### src/rtl/disp_fifo_pkg.sv
// rtl/disp_fifo_pkg.sv - shared types and timing constants for the display command FIFO ports
// No ports. Holds the writer state encoding, default strobe timing and the system clock period,
// which the reader side uses as well.
package disp_fifo_pkg;

  typedef enum logic [2:0] {
    ST_IDLE   = 3'd0,
    ST_SETUP  = 3'd1,
    ST_STROBE = 3'd2,
    ST_HOLD   = 3'd3,
    ST_SETTLE = 3'd4
  } disp_state_e;

  // 120 MHz system clock
  localparam int CLK_FREQ_HZ   = 120_000_000;
  localparam int CLK_PERIOD_PS = 8333;

  // Default strobe timing, in system clock cycles
  localparam int DEF_SETUP_CYCLES  = 2;
  localparam int DEF_STROBE_CYCLES = 3;   // 25 ns low at 120 MHz
  localparam int DEF_HOLD_CYCLES   = 2;
  localparam int DEF_SETTLE_CYCLES = 3;   // covers the 2-flop full-flag sync latency
  localparam int DEF_CNT_W         = 4;

endpackage

### src/rtl/sync2.sv
// rtl/sync2.sv - generic two-flop synchronizer with selectable reset value
// Ports: clk, nrst (async active-low), d (asynchronous input), q (synchronized output).
module sync2 #(
  parameter logic RST_VAL = 1'b0
) (
  input  logic clk,
  input  logic nrst,
  input  logic d,
  output logic q
);

  logic meta;

  always_ff @(posedge clk or negedge nrst) begin
    if (!nrst) begin
      meta <= RST_VAL;
      q    <= RST_VAL;
    end else begin
      meta <= d;
      q    <= meta;
    end
  end

endmodule

### src/rtl/disp_cmd_writer.sv
// rtl/disp_cmd_writer.sv - host-side writer that strobes command bytes into the display FIFO
// Ports: clk, nrst (async active-low); cmd_data/cmd_valid/cmd_ready host byte handshake;
// disp_cmd_out data bus and disp_cmd_wr active-low write strobe to the FIFO;
// nff_in active-low FIFO full flag (asynchronous); busy while a transfer is in flight;
// wr_count counts completed strobes and wraps silently.
module disp_cmd_writer
  import disp_fifo_pkg::*;
#(
  parameter int SETUP_CYCLES  = DEF_SETUP_CYCLES,
  parameter int STROBE_CYCLES = DEF_STROBE_CYCLES,
  parameter int HOLD_CYCLES   = DEF_HOLD_CYCLES,
  parameter int SETTLE_CYCLES = DEF_SETTLE_CYCLES,
  parameter int CNT_W         = DEF_CNT_W
) (
  input  logic        clk,
  input  logic        nrst,
  input  logic [7:0]  cmd_data,
  input  logic        cmd_valid,
  output logic        cmd_ready,
  output logic [7:0]  disp_cmd_out,
  output logic        disp_cmd_wr,
  input  logic        nff_in,
  output logic        busy,
  output logic [15:0] wr_count
);

  localparam logic [CNT_W-1:0] SETUP_LOAD  = CNT_W'(SETUP_CYCLES - 1);
  localparam logic [CNT_W-1:0] STROBE_LOAD = CNT_W'(STROBE_CYCLES - 1);
  localparam logic [CNT_W-1:0] HOLD_LOAD   = CNT_W'(HOLD_CYCLES - 1);
  localparam logic [CNT_W-1:0] SETTLE_LOAD = CNT_W'(SETTLE_CYCLES - 1);

  disp_state_e      state_q, state_d;
  logic [CNT_W-1:0] cnt_q, cnt_d;
  logic [7:0]       out_d;
  logic             wr_d;
  logic             busy_d;
  logic             count_inc;
  logic             nff_s;
  logic             cnt_zero;
  logic             accept;

  // Reset to 0 so the FIFO reads as full until nff_in has been seen high twice.
  sync2 #(.RST_VAL(1'b0)) u_nff_sync (
    .clk  (clk),
    .nrst (nrst),
    .d    (nff_in),
    .q    (nff_s)
  );

  assign cmd_ready = (state_q == ST_IDLE);
  assign accept    = cmd_valid && cmd_ready;
  assign cnt_zero  = (cnt_q == '0);

  always_ff @(posedge clk or negedge nrst) begin
    if (!nrst) begin
      state_q <= ST_IDLE;
    end else begin
      state_q <= state_d;
    end
  end

  always_comb begin
    state_d = state_q;
    case (state_q)
      ST_IDLE:   if (accept)            state_d = ST_SETUP;
      // Full flag only gates the start of a strobe; a strobe in progress always completes.
      ST_SETUP:  if (cnt_zero && nff_s) state_d = ST_STROBE;
      ST_STROBE: if (cnt_zero)          state_d = ST_HOLD;
      ST_HOLD:   if (cnt_zero)          state_d = ST_SETTLE;
      ST_SETTLE: if (cnt_zero)          state_d = ST_IDLE;
      default:                          state_d = ST_IDLE;
    endcase
  end

  always_comb begin
    cnt_d     = cnt_q;
    out_d     = disp_cmd_out;
    wr_d      = disp_cmd_wr;
    count_inc = 1'b0;
    case (state_q)
      ST_IDLE: begin
        if (accept) begin
          out_d = cmd_data;
          cnt_d = SETUP_LOAD;
        end
      end
      ST_SETUP: begin
        if (!cnt_zero) begin
          cnt_d = cnt_q - CNT_W'(1);
        end else if (nff_s) begin
          wr_d  = 1'b0;
          cnt_d = STROBE_LOAD;
        end
      end
      ST_STROBE: begin
        if (!cnt_zero) begin
          cnt_d = cnt_q - CNT_W'(1);
        end else begin
          wr_d      = 1'b1;
          count_inc = 1'b1;
          cnt_d     = HOLD_LOAD;
        end
      end
      ST_HOLD: begin
        if (!cnt_zero) cnt_d = cnt_q - CNT_W'(1);
        else           cnt_d = SETTLE_LOAD;
      end
      ST_SETTLE: begin
        if (!cnt_zero) cnt_d = cnt_q - CNT_W'(1);
      end
      default: begin
        cnt_d = '0;
        wr_d  = 1'b1;
      end
    endcase
    busy_d = (state_d != ST_IDLE);
  end

  always_ff @(posedge clk or negedge nrst) begin
    if (!nrst) begin
      cnt_q        <= '0;
      disp_cmd_out <= 8'h00;
      disp_cmd_wr  <= 1'b1;
      busy         <= 1'b0;
      wr_count     <= 16'h0000;
    end else begin
      cnt_q        <= cnt_d;
      disp_cmd_out <= out_d;
      disp_cmd_wr  <= wr_d;
      busy         <= busy_d;
      if (count_inc) wr_count <= wr_count + 16'd1;
    end
  end

endmodule

### config.mk
export PLATFORM = sky130hd
export DESIGN_NAME = disp_cmd_writer
export DESIGN_NICKNAME = d
export VERILOG_FILES = /design/src/rtl/disp_fifo_pkg.sv /design/src/rtl/sync2.sv /design/src/rtl/disp_cmd_writer.sv
export SDC_FILE = /design/constraint.sdc
export NUM_CORES = 1
export LEC_CHECK = 0
export CAP_MARGIN = 25
export CORE_UTILIZATION = 44
export DETAILED_ROUTE_END_ITERATION = 6
export GPL_TIMING_DRIVEN = 0
export PLACE_DENSITY = 0.81
export SLEW_MARGIN = 20
export SYNTH_ARGS = -nofsm -noshare
export SYNTH_HDL_FRONTEND = slang
export SYNTH_HIERARCHICAL = 1
export SYNTH_SLANG_ARGS = --single-unit
### constraint.sdc
create_clock -name clk -period 1.8 [get_ports clk]
set_input_delay 0.36 -clock clk [delete_from_list [all_inputs] [get_ports clk]]
set_output_delay 0.36 -clock clk [all_outputs]
set_load 0.01 [all_outputs]
==> impl_metrics.prom <==
# TYPE chip_impl_metric gauge
chip_impl_info{name="status",value="complete, no violations"} 1
chip_impl_metric{name="place_hpwl",unit="um"} 2390
chip_impl_metric{name="detail_route.first_pass.iterations",unit=""} 4
chip_impl_metric{name="drv_cap",unit=""} 0
chip_impl_metric{name="post_synth_instance_area",unit="um2"} 1660
chip_impl_metric{name="syn_inst",unit=""} 151
chip_impl_metric{name="worst_pin_slew",unit="ns"} 0.455
chip_impl_metric{name="insertedDiodeCount",unit=""} 0
chip_impl_metric{name="post_synth_num_cell_types",unit=""} 40
chip_impl_metric{name="cts_made_buffers",unit=""} 5
chip_impl_metric{name="grt_first_pass_wirelength",unit="um"} 5870
chip_impl_metric{name="post_route_cells_drive_above_1_share",unit="%"} 22.4
chip_impl_metric{name="area_share_of_the_largest_cell_type_after_synthesis",unit="%"} 51.2
chip_impl_metric{name="die_span_in_y",unit="um"} 63.5
chip_impl_metric{name="first_iter_violations",unit=""} 55
chip_impl_metric{name="worst_skew_pair.late_latency",unit="ns"} 0.28
chip_impl_metric{name="layout_min_cycle_time",unit="ns"} 1.78
chip_impl_info{name="timing.hold.worst.class",value="reg -> reg"} 1
chip_impl_metric{name="final_net_count",unit=""} 223
chip_impl_metric{name="finalWirelength",unit="um"} 3480
chip_impl_info{name="yosys_most_used_dff",value="dfrtp_1"} 1
chip_impl_info{name="cts_tree",value="done"} 1
chip_impl_info{name="setup.worst_path.start_class",value="flop"} 1
chip_impl_metric{name="dp_worst_setup_slack",unit="ns"} -0.239
chip_impl_metric{name="grt_usage",unit="%"} 18.7
chip_impl_metric{name="area_growth",unit="%"} 43.3
chip_impl_metric{name="cts.sink_count",unit=""} 35
chip_impl_metric{name="grt_max_degree",unit=""} 26
chip_impl_info{name="synth_area_leader_cell",value="dfrtp_1"} 1
chip_impl_metric{name="full_die_area",unit="um2"} 4030
chip_impl_metric{name="postLayoutSetupSlackWorst",unit="ns"} 0.0194
chip_impl_metric{name="timing.max_slew.rel_slack",unit="%"} 69.7
chip_impl_metric{name="cellPowerDensity",unit="nW/um2"} 1350
chip_impl_metric{name="synthesis.yosys.warnings",unit=""} 6
chip_impl_metric{name="antenna_found_initial",unit=""} 0
chip_impl_metric{name="placeableCoreArea",unit="um2"} 3470
chip_impl_metric{name="critical_path_required",unit="ns"} 1.97
chip_impl_metric{name="critical_path_peak_fanout",unit=""} 7
chip_impl_info{name="grt_setup_unrepaired",value="yes"} 1
chip_impl_metric{name="syn-mean-instance-area",unit="um2"} 11.0
chip_impl_metric{name="post-route-period-util",unit="%"} 98.9
chip_impl_metric{name="setup-violations-final",unit=""} 0
chip_impl_metric{name="critical_path_arrival",unit="ns"} 1.95
chip_impl_metric{name="grt_pass1_vias",unit=""} 1334
chip_impl_metric{name="total_number_of_placement_rows",unit=""} 21
chip_impl_metric{name="cts.reportedPaths.clkPinSlew",unit="ns"} 0.07
chip_impl_metric{name="portBuffers",unit=""} 38
chip_impl_metric{name="p_leak",unit="nW"} 1.03
chip_impl_metric{name="drt-vias-per-instance",unit=""} 5.32
chip_impl_metric{name="finalCoreUtilization",unit="%"} 68.7
chip_impl_metric{name="maxClockFrequency",unit="MHz"} 562
chip_impl_metric{name="grt_total_ovfl",unit=""} 0
chip_impl_info{name="synth.area.top_cells",value="dfrtp_1 51%, mux2_2 6.8%, xnor2_1 5.3%"} 1
chip_impl_metric{name="remaining_drc_errors",unit=""} 0
chip_impl_metric{name="gp_congestion",unit=""} 0.855
chip_impl_metric{name="final_hold_viol_count",unit=""} 0
chip_impl_metric{name="vias",unit=""} 1361
chip_impl_metric{name="yosys_register_bits",unit=""} 35
chip_impl_info{name="critPathKind",value="reg -> reg"} 1
chip_impl_metric{name="synth_async_sr_flop_share",unit="%"} 100
chip_impl_metric{name="initial_core_util",unit="%"} 47.9
chip_impl_metric{name="clock_tree.buffer_depth",unit=""} 2
chip_impl_metric{name="clock_tree.htree_level_count",unit=""} 2
chip_impl_metric{name="finalMaxSlewViolations",unit=""} 0
chip_impl_metric{name="antenna_left",unit=""} 0
chip_impl_metric{name="synth-edff-count",unit=""} 0
chip_impl_info{name="clock-root-buffer",value="clkbuf_8"} 1
chip_impl_metric{name="post_drt_wl_per_cell",unit="um"} 13.6
chip_impl_metric{name="vdd_ir_drop_max",unit="mV"} 0.677
chip_impl_metric{name="syn_nets",unit=""} 165
chip_impl_info{name="endpoint_type_of_the_worst_setup_path",value="flop"} 1
chip_impl_metric{name="i_o_pin_count",unit=""} 39
chip_impl_metric{name="die_w",unit="um"} 63.5
chip_impl_metric{name="synth_sequential_area_ratio",unit="%"} 52.7
chip_impl_metric{name="final.setup_skew",unit="ns"} 0.00808
[cells in the mapped netlist (2+ instances only)]
library cell	instances
xnor2_1	10
dfrtp_1	34
o21ai_0	5
or3_1	2
xor2_1	6
and3_1	2
buf_2	2
and2_1	2
and4_1	2
nand3_1	3
nand2_1	16
nor4b_1	2
nand2b_1	2
nor2_1	6
clkbuf_1	3
ha_1	2
nor3_1	6
inv_1	5
a21oi_1	5
o211ai_1	2
mux2_2	10
nand4_1	6
[worst paths after layout]
check,startpoint,end,slack [ns],cells after the start
setup / recovery,cnt_q[0],wr_count[15],0.02,7
hold / removal,u_nff_sync/meta,u_nff_sync/q,0.36,0
setup reg to reg,cnt_q[0],wr_count[15],0.02,7
hold reg to reg,u_nff_sync/meta,u_nff_sync/q,0.36,0
max in group asynchronous,nrst,disp_cmd_out[4],0.90,3
min in group asynchronous,nrst,wr_count[0],0.49,2
[cell usage in the layout (no fill, tap or decap), types with 4 or more instances in the layout]
cell type        Yosys  final
clkbuf_8             0      5
nand4_1              6      6
clkdlybuf4s50_1      0     36
mux2_2              10     10
buf_4                0     11
xnor2_1             10     10
nand2_1             16     16
xor2_1               6      6
buf_2                2      4
nor3_1               6      5
a21oi_1              5      5
dfrtp_1             34     34
o21ai_0              5      5
nor2_1               6      6
[routing by layer]
layer,vias up,part of all wire (%),global-route usage [%]
li1,653,-,-
met3,6,5.6,5.98
met2,57,49,30.9
met5,-,0,0
met1,645,44,23.1
met4,0,1.2,5.97
[sequential cells by signal, indices dropped and copies added (netlist names)]
| name | count |
|---|---|
| wr_count | 16 |
| disp_cmd_out | 8 |
| cnt_q | 4 |
| state_q | 3 |
| busy | 1 |
| disp_cmd_wr | 1 |
| u_nff_sync/meta | 1 |
| u_nff_sync/q | 1 |
[where the power goes]
group          switching [mW]  total [mW]  internal, mW  leakage [nW]
sequential              0.170        1.16         0.985         0.448
clock                   0.271       0.683         0.412        0.0581
combinational           0.605        1.37         0.763         0.527
total                    1.05        3.21          2.16          1.03
[final cells by class]
class | count | area, um2
Tap cell | 46 | 57.6
Timing Repair Buffer | 51 | 495
Clock inverter | 3 | 43.8
Inverter | 5 | 18.8
Buffer | 6 | 35.0
Fill cell | 249 | 1090
Sequential cell | 35 | 877
Multi-Input combinational cell | 105 | 786
Clock buffer | 5 | 68.8
[worst max-delay path, stage by stage (launching register included)]
cell,delay (ns)
dfrtp_1,0.40
inv_2,0.09
ha_4,0.13
or3b_1,0.35
buf_6,0.15
nor4_4,0.23
nand4_1,0.17
xnor2_1,0.15
[per-stage QoR]
stage               std cells  TNS, ns  power [mW]  hold WS (ns)  cell area, um2
CTS                       250  -0.0327        3.11         0.361            2310
finish                    256        0        3.21         0.358            2380
global route              256   -0.250        3.42         0.378            2380
floorplan                 151        0        1.83        0.0644            1670
global placement          235   -11.68        2.22         0.336            2110
detailed placement        236    -1.02        2.29         0.263            2130
[cells by family (layout without fill, tap and decap cells)]
kind of cell	count (synthesis)	in the layout	share of synthesized area [%]
AND/OR/NAND/NOR	57	57	19.6
multiplexers	11	11	7.37
XOR/XNOR	16	16	8.43
flip-flops	35	35	52.7
AO/OA/AOI/OAI	19	19	7.22
buffers and inverters	11	70	3.09
adder cells (fa/ha/maj)	2	2	1.50
[what timing repair did]
action,in CTS,in global routing
pin swaps,5,6
hold buffers,1,0
cloned,0,0
setup buffers,5,6
hold endpoints to repair,9,0
setup endpoints to repair,15,12
resized for setup,7,8
Power figures use the tool's default switching activity.
